`src/rtl/led_meter_ctrl.sv`:
```
// Stereo peak meter: per-channel window peak, 0..4 bar quantization, peak hold with
// one-step decay, and an 8-LED bar pattern refreshed once every TICK_CNT clocks.
module led_meter_ctrl #(
  parameter int TICK_CNT   = 2500000,
  parameter int HOLD_TICKS = 8
) (
  input  logic        clk,
  input  logic        rst_n,
  input  logic        en,
  input  logic        smpl_vld,
  input  logic [15:0] lft_smpl,
  input  logic [15:0] rht_smpl,
  output logic [7:0]  LED,
  output logic        tick,
  output logic [1:0]  dbg_state_o
);

  localparam int CW = (TICK_CNT > 2) ? $clog2(TICK_CNT) : 2;
  localparam int HW = (HOLD_TICKS > 0) ? $clog2(HOLD_TICKS + 1) : 1;

  typedef enum logic [1:0] {
    S_IDLE   = 2'd0,
    S_RUN    = 2'd1,
    S_UPDATE = 2'd2
  } state_t;

  state_t state_q, state_d;
  logic [CW-1:0] cnt_q, cnt_d;
  // Channel index 1 = left, 0 = right.
  logic [1:0][14:0]   pk_q, pk_d;
  logic [1:0][14:0]   snap_q, snap_d;
  logic [1:0][2:0]    lvl_q, lvl_d;
  logic [1:0][HW-1:0] hold_q, hold_d;
  logic [7:0]         led_q, led_d;
  logic               tick_q, tick_d;

  logic               term;
  logic               accum;
  logic [1:0][14:0]   smpl_mag;
  logic [1:0][14:0]   pk_cand;
  logic [1:0][2:0]    new_lvl;

  function automatic logic [14:0] mag15(input logic [15:0] s);
    logic [14:0] r;
    if (!s[15])             r = s[14:0];
    else if (s == 16'h8000) r = 15'h7fff;
    else                    r = ~s[14:0] + 15'd1;
    return r;
  endfunction

  function automatic logic [2:0] quant(input logic [14:0] m);
    logic [2:0] r;
    if (m < 15'd256)        r = 3'd0;
    else if (m < 15'd1024)  r = 3'd1;
    else if (m < 15'd4096)  r = 3'd2;
    else if (m < 15'd16384) r = 3'd3;
    else                    r = 3'd4;
    return r;
  endfunction

  function automatic logic [3:0] bar_up(input logic [2:0] d);
    logic [3:0] r;
    case (d)
      3'd0:    r = 4'b0000;
      3'd1:    r = 4'b0001;
      3'd2:    r = 4'b0011;
      3'd3:    r = 4'b0111;
      default: r = 4'b1111;
    endcase
    return r;
  endfunction

  function automatic logic [3:0] bar_down(input logic [2:0] d);
    logic [3:0] r;
    case (d)
      3'd0:    r = 4'b0000;
      3'd1:    r = 4'b1000;
      3'd2:    r = 4'b1100;
      3'd3:    r = 4'b1110;
      default: r = 4'b1111;
    endcase
    return r;
  endfunction

  assign term  = (state_q == S_RUN) && (cnt_q == CW'(TICK_CNT - 1));
  assign accum = (state_q == S_RUN) || (state_q == S_UPDATE);

  always_comb begin
    state_d = state_q;
    cnt_d   = cnt_q;
    case (state_q)
      S_IDLE: begin
        cnt_d = '0;
        if (en) state_d = S_RUN;
      end
      S_RUN: begin
        if (term) begin
          state_d = S_UPDATE;
          cnt_d   = '0;
        end else begin
          cnt_d = cnt_q + 1'b1;
        end
      end
      S_UPDATE: begin
        state_d = S_RUN;
        cnt_d   = cnt_q + 1'b1;
      end
      default: begin
        state_d = S_IDLE;
        cnt_d   = '0;
      end
    endcase
    if (!en) begin
      state_d = S_IDLE;
      cnt_d   = '0;
    end
  end

  // A sample in the terminal cycle folds into the closing snapshot; one in UPDATE
  // lands in the freshly cleared peak and so opens the next window.
  always_comb begin
    smpl_mag[1] = mag15(lft_smpl);
    smpl_mag[0] = mag15(rht_smpl);
    pk_d   = pk_q;
    snap_d = snap_q;
    lvl_d  = lvl_q;
    hold_d = hold_q;
    for (int ch = 0; ch < 2; ch++) begin
      pk_cand[ch] = (smpl_vld && (smpl_mag[ch] > pk_q[ch])) ? smpl_mag[ch] : pk_q[ch];
      new_lvl[ch] = quant(snap_q[ch]);
      if (accum) pk_d[ch] = term ? 15'd0 : pk_cand[ch];
      if (term)  snap_d[ch] = pk_cand[ch];
      if (state_q == S_UPDATE) begin
        if (new_lvl[ch] >= lvl_q[ch]) begin
          lvl_d[ch]  = new_lvl[ch];
          hold_d[ch] = HW'(HOLD_TICKS);
        end else if (hold_q[ch] != '0) begin
          hold_d[ch] = hold_q[ch] - 1'b1;
        end else begin
          lvl_d[ch] = lvl_q[ch] - 3'd1;
        end
      end
    end
    led_d  = (state_q == S_UPDATE) ? {bar_up(lvl_d[1]), bar_down(lvl_d[0])} : led_q;
    tick_d = (state_q == S_UPDATE);
  end

  // Dropping enable behaves like reset, so an in-flight UPDATE never reaches the display.
  always_ff @(posedge clk) begin
    if (!rst_n || !en) begin
      state_q <= (rst_n) ? state_d : S_IDLE;
      cnt_q   <= '0;
      pk_q    <= '0;
      snap_q  <= '0;
      lvl_q   <= '0;
      hold_q  <= '0;
      led_q   <= '0;
      tick_q  <= 1'b0;
    end else begin
      state_q <= state_d;
      cnt_q   <= cnt_d;
      pk_q    <= pk_d;
      snap_q  <= snap_d;
      lvl_q   <= lvl_d;
      hold_q  <= hold_d;
      led_q   <= led_d;
      tick_q  <= tick_d;
    end
  end

  assign LED         = led_q;
  assign tick        = tick_q;
  assign dbg_state_o = state_q;

endmodule

```
`config.mk`:
```
export PLATFORM = sky130hd
export DESIGN_NAME = led_meter_ctrl
export DESIGN_NICKNAME = d
export VERILOG_FILES = /design/src/rtl/led_meter_ctrl.sv
export SDC_FILE = /design/constraint.sdc
export NUM_CORES = 1
export LEC_CHECK = 0
export ABC_CLOCK_PERIOD_IN_PS = 7700
export CAP_MARGIN = 20
export CORE_MARGIN = 3
export CORE_UTILIZATION = 40
export DETAILED_ROUTE_END_ITERATION = 7
export GPL_ROUTABILITY_DRIVEN = 0
export PLACE_DENSITY_LB_ADDON = 0.12
export SKIP_CTS_REPAIR_TIMING = 1
export SYNTH_ARGS = -nofsm -noshare
export SYNTH_HDL_FRONTEND = slang
export SYNTH_SLANG_ARGS = --single-unit
```
`constraint.sdc`:
```
create_clock -name clk -period 7.7 [get_ports clk]
set_input_delay 1.155 -clock clk [delete_from_list [all_inputs] [get_ports clk]]
set_output_delay 1.155 -clock clk [all_outputs]
set_load 0.02 [all_outputs]
```
==> results.py, run 1 <==
metrics = {
    "global_routing": {
        "globalRoute.totalOverflow": 0,
        "grt_first_pass_wirelength_um": 21800,
        "grt_pass1_vias": 4571,
        "grtUsageTotal_pct": 16.3,
        "initial_antenna_violation_count": 0,
        "grt_max_degree": 26,
    },
    "cts": {
        "cts_tree": "done",
        "clkLatencyLatePin_ns": 0.34,
        "worst_setup_hold_path_clk_slew_ns": 0.07,
        "clk_path_buf_depth": 2,
        "htree_levels": 3,
        "cts.sink_count": 91,
        "clk_root_buffer_cell": "sky130_fd_sc_hd__clkbuf_16",
        "cts_buffers": 9,
    },
    "routing": {
        "drtPass1Iterations": 5,
        "drt.antenna.violating_nets": 0,
        "avgViaCountPerCell": 5.42,
        "num_vias": 4898,
        "post_drt_wl_per_cell_um": 14.5,
        "route.final.wire_length_um": 13100,
        "first_iter_violations": 283,
        "drcViolationCount": 0,
    },
    "final_layout": {
        "layout-area-overhead-vs-synth_pct": 16.0,
        "instances_no_fill": 903,
        "antenna_cells_inserted": 0,
        "drive_gt1_share_pct": 5.23,
        "nNetsFinal": 805,
    },
    "synth": {
        "netlist-cell-type-count": 63,
        "synth_fp_nets": 770,
        "avgSynthCellArea_um2": 8.26,
        "synth_area_leader_cell": "sky130_fd_sc_hd__dfxtp_1",
        "synth_seq_area_share_pct": 32.1,
        "synth-seq-cells": 91,
        "yosys.cell_count.top_type": "sky130_fd_sc_hd__dfxtp_1",
        "ys_top_cells_by_area": "sky130_fd_sc_hd__dfxtp_1 (32%), sky130_fd_sc_hd__ha_1 (10%), sky130_fd_sc_hd__nor2_1 (4.7%), sky130_fd_sc_hd__a22o_1 (4.5%), sky130_fd_sc_hd__mux2i_1 (4.2%)",
        "yosys_warnings": 0,
        "synth.cell_area_um2": 5680,
        "synthTopCellsByCount": "sky130_fd_sc_hd__dfxtp_1 (91), sky130_fd_sc_hd__nor2_1 (71), sky130_fd_sc_hd__inv_1 (58)",
        "synthArstFlopShare_pct": 0,
        "ys.flop_type": "sky130_fd_sc_hd__dfxtp_1",
        "synth-edff-count": 0,
        "synth_cells": 687,
        "synth.top_cell.area_share_pct": 32.1,
    },
    "die": {
        "ioPinCount": 47,
        "floorplan.die.height_um": 125,
        "floorplan.die.width_um": 125,
        "starting_utilization_of_the_core_area_pct": 41.9,
        "coreArea_um2": 13600,
        "placement_rows": 42,
        "die_area_um2": 15700,
    },
    "flow_run": {
        "maxCapViolations": 0,
    },
    "sta": {
        "relSlewSlack_pct": 43.4,
        "pins_over_slew_limit": 0,
        "rsz0062_at_grt": "false",
        "holdWs_ns": 0.456,
        "max_clock_freq_mhz": 186,
        "fin_worst_skew_ns": 0.0115,
        "final.setup.worst_slack_ns": 2.33,
        "post_route_clock_period_utilization_pct": 69.7,
        "setup-tns-final_ns": 0,
        "finalHoldViolCount": 0,
        "fin_crit_ns": 5.37,
        "finalSetupViolations": 0,
        "timing_worst_slew_pin_value_ns": 0.843,
    },
    "worst_setup_path": {
        "cp.arrival_ns": 5.65,
        "timing.rr.end": "pk_q[2]",
        "r2r_slack_ns": 4.81,
        "critical_path.startpoint_type": "primary input",
        "rr_startpoint": "cnt_q[0]",
        "worstSetupEndpointType": "flip-flop",
        "critPathKind": "primary input to flip-flop",
        "worst_r2r_path_depth": 7,
        "worstPathMaxFanout": 8,
        "critical_path_required_ns": 7.98,
    },
    "power_and_ir_drop": {
        "p_switching_uw": 272,
        "peakVddDrop_mv": 0.0979,
        "power-per-cell-area_nw_per_um2": 166,
        "seq_power_share_pct": 43.5,
        "power.share.clock_pct": 43.9,
        "pwr-share-comb_pct": 12.6,
        "netSwitchingFraction_pct": 24.9,
        "leakage_uw": 0.00239,
        "p_int_uw": 819,
    },
    "hold_path": {
        "min_path_cells": 2,
        "min_from": "LED[0]",
        "holdPathEnd": "LED[0]",
        "hold_path.class": "flip-flop to flip-flop",
    },
    "placement": {
        "hpwl_um": 9680,
        "post-place-ws_ns": 2.08,
        "port_buffers": 46,
        "place.detailed.instances": 887,
    },
    "status": {
        "status": "completed",
    },
}
## worst max-delay path by stage
stage	start	to	slack (ns)
6_report	rht_smpl[0]	pk_q[3]	2.33
5_1_grt	rht_smpl[0]	pk_q[3]	1.95
4_1_cts	rht_smpl[0]	pk_q[3]	2.43
3_5_place_dp	rht_smpl[0]	pk_q[7]	2.08
3_3_place_gp	lft_smpl[0]	pk_q[28]	2.17
2_1_floorplan	rht_smpl[1]	pk_q[9]	3.21
## power by group through the flow
stage / logic, uW / registers [uW] / clock network [uW]
after floorplan: 85.6 / 486 / 0
after global placement: 134 / 486 / 0
after detailed placement: 136 / 486 / 0
after CTS: 137 / 475 / 490
after global routing: 154 / 475 / 511
final: 137 / 475 / 479
## kinds of logic (layout without fill, tap and decap cells)
| group | after synthesis | after routing | share of synthesized area [%] |
|---|---|---|---|
| xor gates and xnor gates | 36 | 36 | 5.55 |
| buffers and inverters | 84 | 124 | 6.06 |
| adders and majority gates | 47 | 47 | 10.4 |
| and+or+nand+nor | 236 | 236 | 21.7 |
| muxes | 25 | 25 | 4.43 |
| DFF | 91 | 91 | 32.1 |
| AOI/OAI and AO/OA | 168 | 168 | 19.8 |
## layer usage
layer  vias to the layer above  share of wire, %  global-route usage (%)
met1                      2256                51                    23.2
met5                         -                 0                       0
met2                        74                44                    25.7
met3                        16               3.7                    2.43
li1                       2552                 -                       -
met4                         0               1.5                    5.17
## through the flow
| step | power [uW] | cell area [um^2] | util (%) |
|---|---|---|---|
| after floorplan | 571 | 5680 | - |
| after global placement | 619 | 6260 | 46.2 |
| after detailed placement | 622 | 6260 | 46.2 |
| after CTS | 1100 | 6590 | 48.6 |
| after global routing | 1140 | 6590 | 48.6 |
| final | 1090 | 6590 | 48.6 |
## registers in the layout (all words and copies together), names as in the netlist
| register | cells |
|---|---|
| LED | 8 |
| snap_q | 14 |
| cnt_q | 22 |
| lvl_q | 6 |
| hold_q | 8 |
| pk_q | 30 |
| tick | 1 |
| dbg_state_o | 2 |
## cell usage in the layout (no fill, tap or decap), drive strengths merged, types with 24 or more instances in the layout
cell type,Yosys,routed
nor2,72,72
nand2,51,51
ha,47,47
mux2i,24,24
inv,58,60
a22o,29,29
a21oi,41,41
o21ai,39,39
dfxtp,91,91
clkdlybuf4s50,0,46
## final cells by class
| cell class | instances | area, um^2 |
|---|---|---|
| Timing Repair Buffer | 50 | 490 |
| Clock inverter | 7 | 98.8 |
| Tap cell | 176 | 220 |
| Clock buffer | 9 | 225 |
| Inverter | 58 | 218 |
| Multi-Input combinational cell | 512 | 3510 |
| Sequential cell | 91 | 1820 |
| Fill cell | 1349 | 6970 |
## critical path, cell delays in order
cell and delay [ns]:
sky130_fd_sc_hd__clkdlybuf4s50_1 0.46, sky130_fd_sc_hd__inv_1 0.09, sky130_fd_sc_hd__ha_1 0.23, sky130_fd_sc_hd__or4b_1 0.56, sky130_fd_sc_hd__nor4_1 0.40, sky130_fd_sc_hd__nand3b_1 0.27
sky130_fd_sc_hd__nand2_1 0.16, sky130_fd_sc_hd__ha_1 0.27, sky130_fd_sc_hd__a21oi_1 0.14, sky130_fd_sc_hd__o21ai_0 0.15, sky130_fd_sc_hd__a2111oi_0 0.55, sky130_fd_sc_hd__o211ai_1 0.14
sky130_fd_sc_hd__a31oi_1 0.64, sky130_fd_sc_hd__buf_4 0.29, sky130_fd_sc_hd__a22o_1 0.15
Power figures use the tool's default switching activity.
==> inputs of run 2 (changes only) <==
--- a/config.mk
+++ b/config.mk
@@ -5,7 +5,7 @@
 export SDC_FILE = /design/constraint.sdc
 export NUM_CORES = 1
 export LEC_CHECK = 0
-export ABC_CLOCK_PERIOD_IN_PS = 7700
+export ABC_CLOCK_PERIOD_IN_PS = 5400
 export CAP_MARGIN = 20
 export CORE_MARGIN = 3
 export CORE_UTILIZATION = 40
==> constraint.sdc (replaced) <==
create_clock -name clk -period 5.4 [get_ports clk]
set_input_delay 0.81 -clock clk [delete_from_list [all_inputs] [get_ports clk]]
set_output_delay 0.81 -clock clk [all_outputs]
set_load 0.02 [all_outputs]
==> run 2 against run 1 <==
Against the previous run: non-clock buffer count grew 4; register-to-register slack got worse by 2.3 ns; global-route usage is 0.42 points higher; final cell count is 0.44% higher; largest cell class unchanged; largest power group is now sequential cells.
==> results.py, run 2 (synthesized netlist as in run 1, its figures left out) <==
metrics = {
    "status": {
        "status": "completed",
    },
    "worst_setup_path": {
        "critPathKind": "primary input to flip-flop",
        "critPathSlowestCell": "sky130_fd_sc_hd__o22ai_2",
        "critical_path_required_ns": 5.69,
        "r2r_slack_ns": 2.49,
        "worstPathMaxFanout": 15,
        "worst_path_largest_cell_delay_ns": 0.59,
        "timing.critical_path.mode_cell": "sky130_fd_sc_hd__ha_1",
        "worstSetupEndpointType": "flip-flop",
        "critical_path.startpoint_type": "primary input",
        "cp.arrival_ns": 5.21,
        "cp_cell_sequence": "clkdlybuf4s50_1 -> inv_1 -> ha_1 -> or4b_1 -> or2_1 -> or3_1 -> nand2_1 -> ha_1 -> a2111oi_0 -> o21ai_0 -> nor2_1 -> a21oi_1 -> o22ai_2 -> a22o_1",
    },
    "placement": {
        "hpwl_um": 9720,
        "post-place-ws_ns": 0.237,
        "port_buffers": 46,
        "post_dp_cell_area_um2": 6290,
    },
    "routing": {
        "first_iter_violations": 279,
        "avgViaCountPerCell": 5.48,
        "route.final.wire_length_um": 13000,
        "drtPass1Iterations": 4,
        "drcViolationCount": 0,
        "num_vias": 4970,
        "post_drt_wl_per_cell_um": 14.3,
        "drt.antenna.violating_nets": 0,
    },
    "sta": {
        "setup-tns-final_ns": 0,
        "fin_worst_skew_ns": 0.00636,
        "timing_worst_slew_pin_value_ns": 0.872,
        "fin_crit_ns": 4.92,
        "final.setup.worst_slack_ns": 0.478,
        "post_route_clock_period_utilization_pct": 91.1,
        "holdWs_ns": 0.452,
        "finalHoldViolCount": 0,
        "max_clock_freq_mhz": 203,
        "rsz0062_at_grt": "false",
        "finalSetupViolations": 0,
        "pins_over_slew_limit": 0,
        "relSlewSlack_pct": 41.4,
    },
    "cts": {
        "cts.sink_count": 91,
        "cts_tree": "done",
        "clk_root_buffer_cell": "sky130_fd_sc_hd__clkbuf_16",
        "cts_buffers": 9,
        "worst_setup_hold_path_clk_slew_ns": 0.06,
        "clk_path_buf_depth": 2,
        "clkLatencyLatePin_ns": 0.35,
        "htree_levels": 3,
    },
    "power_and_ir_drop": {
        "peakVddDrop_mv": 0.149,
        "seq_power_share_pct": 45.1,
        "pwr-share-comb_pct": 13.2,
        "p_switching_uw": 369,
        "power.share.clock_pct": 41.7,
        "leakage_uw": 0.00239,
        "power-per-cell-area_nw_per_um2": 228,
        "p_int_uw": 1130,
        "netSwitchingFraction_pct": 24.6,
    },
    "final_layout": {
        "reg_top3": "pk_q (30), cnt_q (22), snap_q (14)",
        "postLayoutCoreUtil_pct": 48.5,
        "nNetsFinal": 809,
        "antenna_cells_inserted": 0,
        "largest_reg_flops": 30,
        "layout-area-overhead-vs-synth_pct": 15.9,
        "most_used_cells_in_the_layout_excluding_fill_and_tap_cells": "sky130_fd_sc_hd__dfxtp_1 (91), sky130_fd_sc_hd__nor2_1 (71), sky130_fd_sc_hd__inv_1 (58)",
        "drive_gt1_share_pct": 5.20,
        "final_cell_area_um2": 6580,
        "top_register": "pk_q",
        "layout.cells.most_common": "sky130_fd_sc_hd__dfxtp_1",
    },
    "global_routing": {
        "grt_first_pass_wirelength_um": 22300,
        "grt_pass1_vias": 4719,
        "grtUsageTotal_pct": 16.8,
        "initial_antenna_violation_count": 0,
        "globalRoute.totalOverflow": 0,
        "grt_max_degree": 26,
    },
    "die": {
        "die_area_um2": 15700,
        "coreArea_um2": 13600,
        "floorplan.die.width_um": 125,
        "floorplan.die.height_um": 125,
        "ioPinCount": 47,
        "placement_rows": 42,
        "starting_utilization_of_the_core_area_pct": 41.9,
    },
    "hold_path": {
        "hold_path.class": "flip-flop to flip-flop",
    },
    "flow_run": {
        "maxCapViolations": 0,
    },
}
-- run 2: cell count changes in the layout (fill, tap and decap cells not counted), sizes merged --
cell	change
buf	+4
bufinv	-1
clkbuf	+5
clkinv	-1
clkinvlp	-1
inv	-2
-- run 2: final timing paths --
kind | end | start | cells past startpoint
worst max-delay path | pk_q[22] | lft_smpl[0] | 14
worst min-delay path | LED[0] | LED[0] | 2
worst max register to register | pk_q[9] | cnt_q[0] | 7
worst min register to register | LED[0] | LED[0] | 2
-- run 2: cell type report --
class / count / area, um^2
inverter: 58 / 218
sequential: 91 / 1820
timing repair buffer: 54 / 520
multi-input combinational: 512 / 3510
clock buffer: 14 / 254
fill: 1357 / 6980
clock inverter: 2 / 35.0
tap: 176 / 220
-- run 2: power by group through the flow --
stage | logic, uW | registers, uW | clock network [uW]
floorplan | 122 | 692 | 0
global placement | 192 | 692 | 0
detailed placement | 197 | 692 | 0
CTS | 199 | 677 | 647
global route | 223 | 677 | 673
finish | 198 | 678 | 628
-- run 2: per-layer routing --
metal	up-vias	GRT usage, %	routed length, um
met5	-	0	0
met4	0	6.76	254
met3	16	2.43	361
met2	82	26.1	5670
met1	2318	23.4	6700
li1	2554	-	-
-- run 2: stage by stage --
step,total power (uW),cells
after floorplan,814,687
after global placement,884,891
after detailed placement,890,891
after CTS,1520,907
after global routing,1570,907
final,1500,907
-- run 2: critical path, delay by kind of cell --
| kind | cells | cell delay, ns |
|---|---|---|
| AO/OA/AOI/OAI | 5 | 1.68 |
| AND/OR/NAND/NOR | 5 | 1.59 |
| buffers and inverters | 2 | 0.61 |
| adder cells (fa/ha/maj) | 2 | 0.51 |
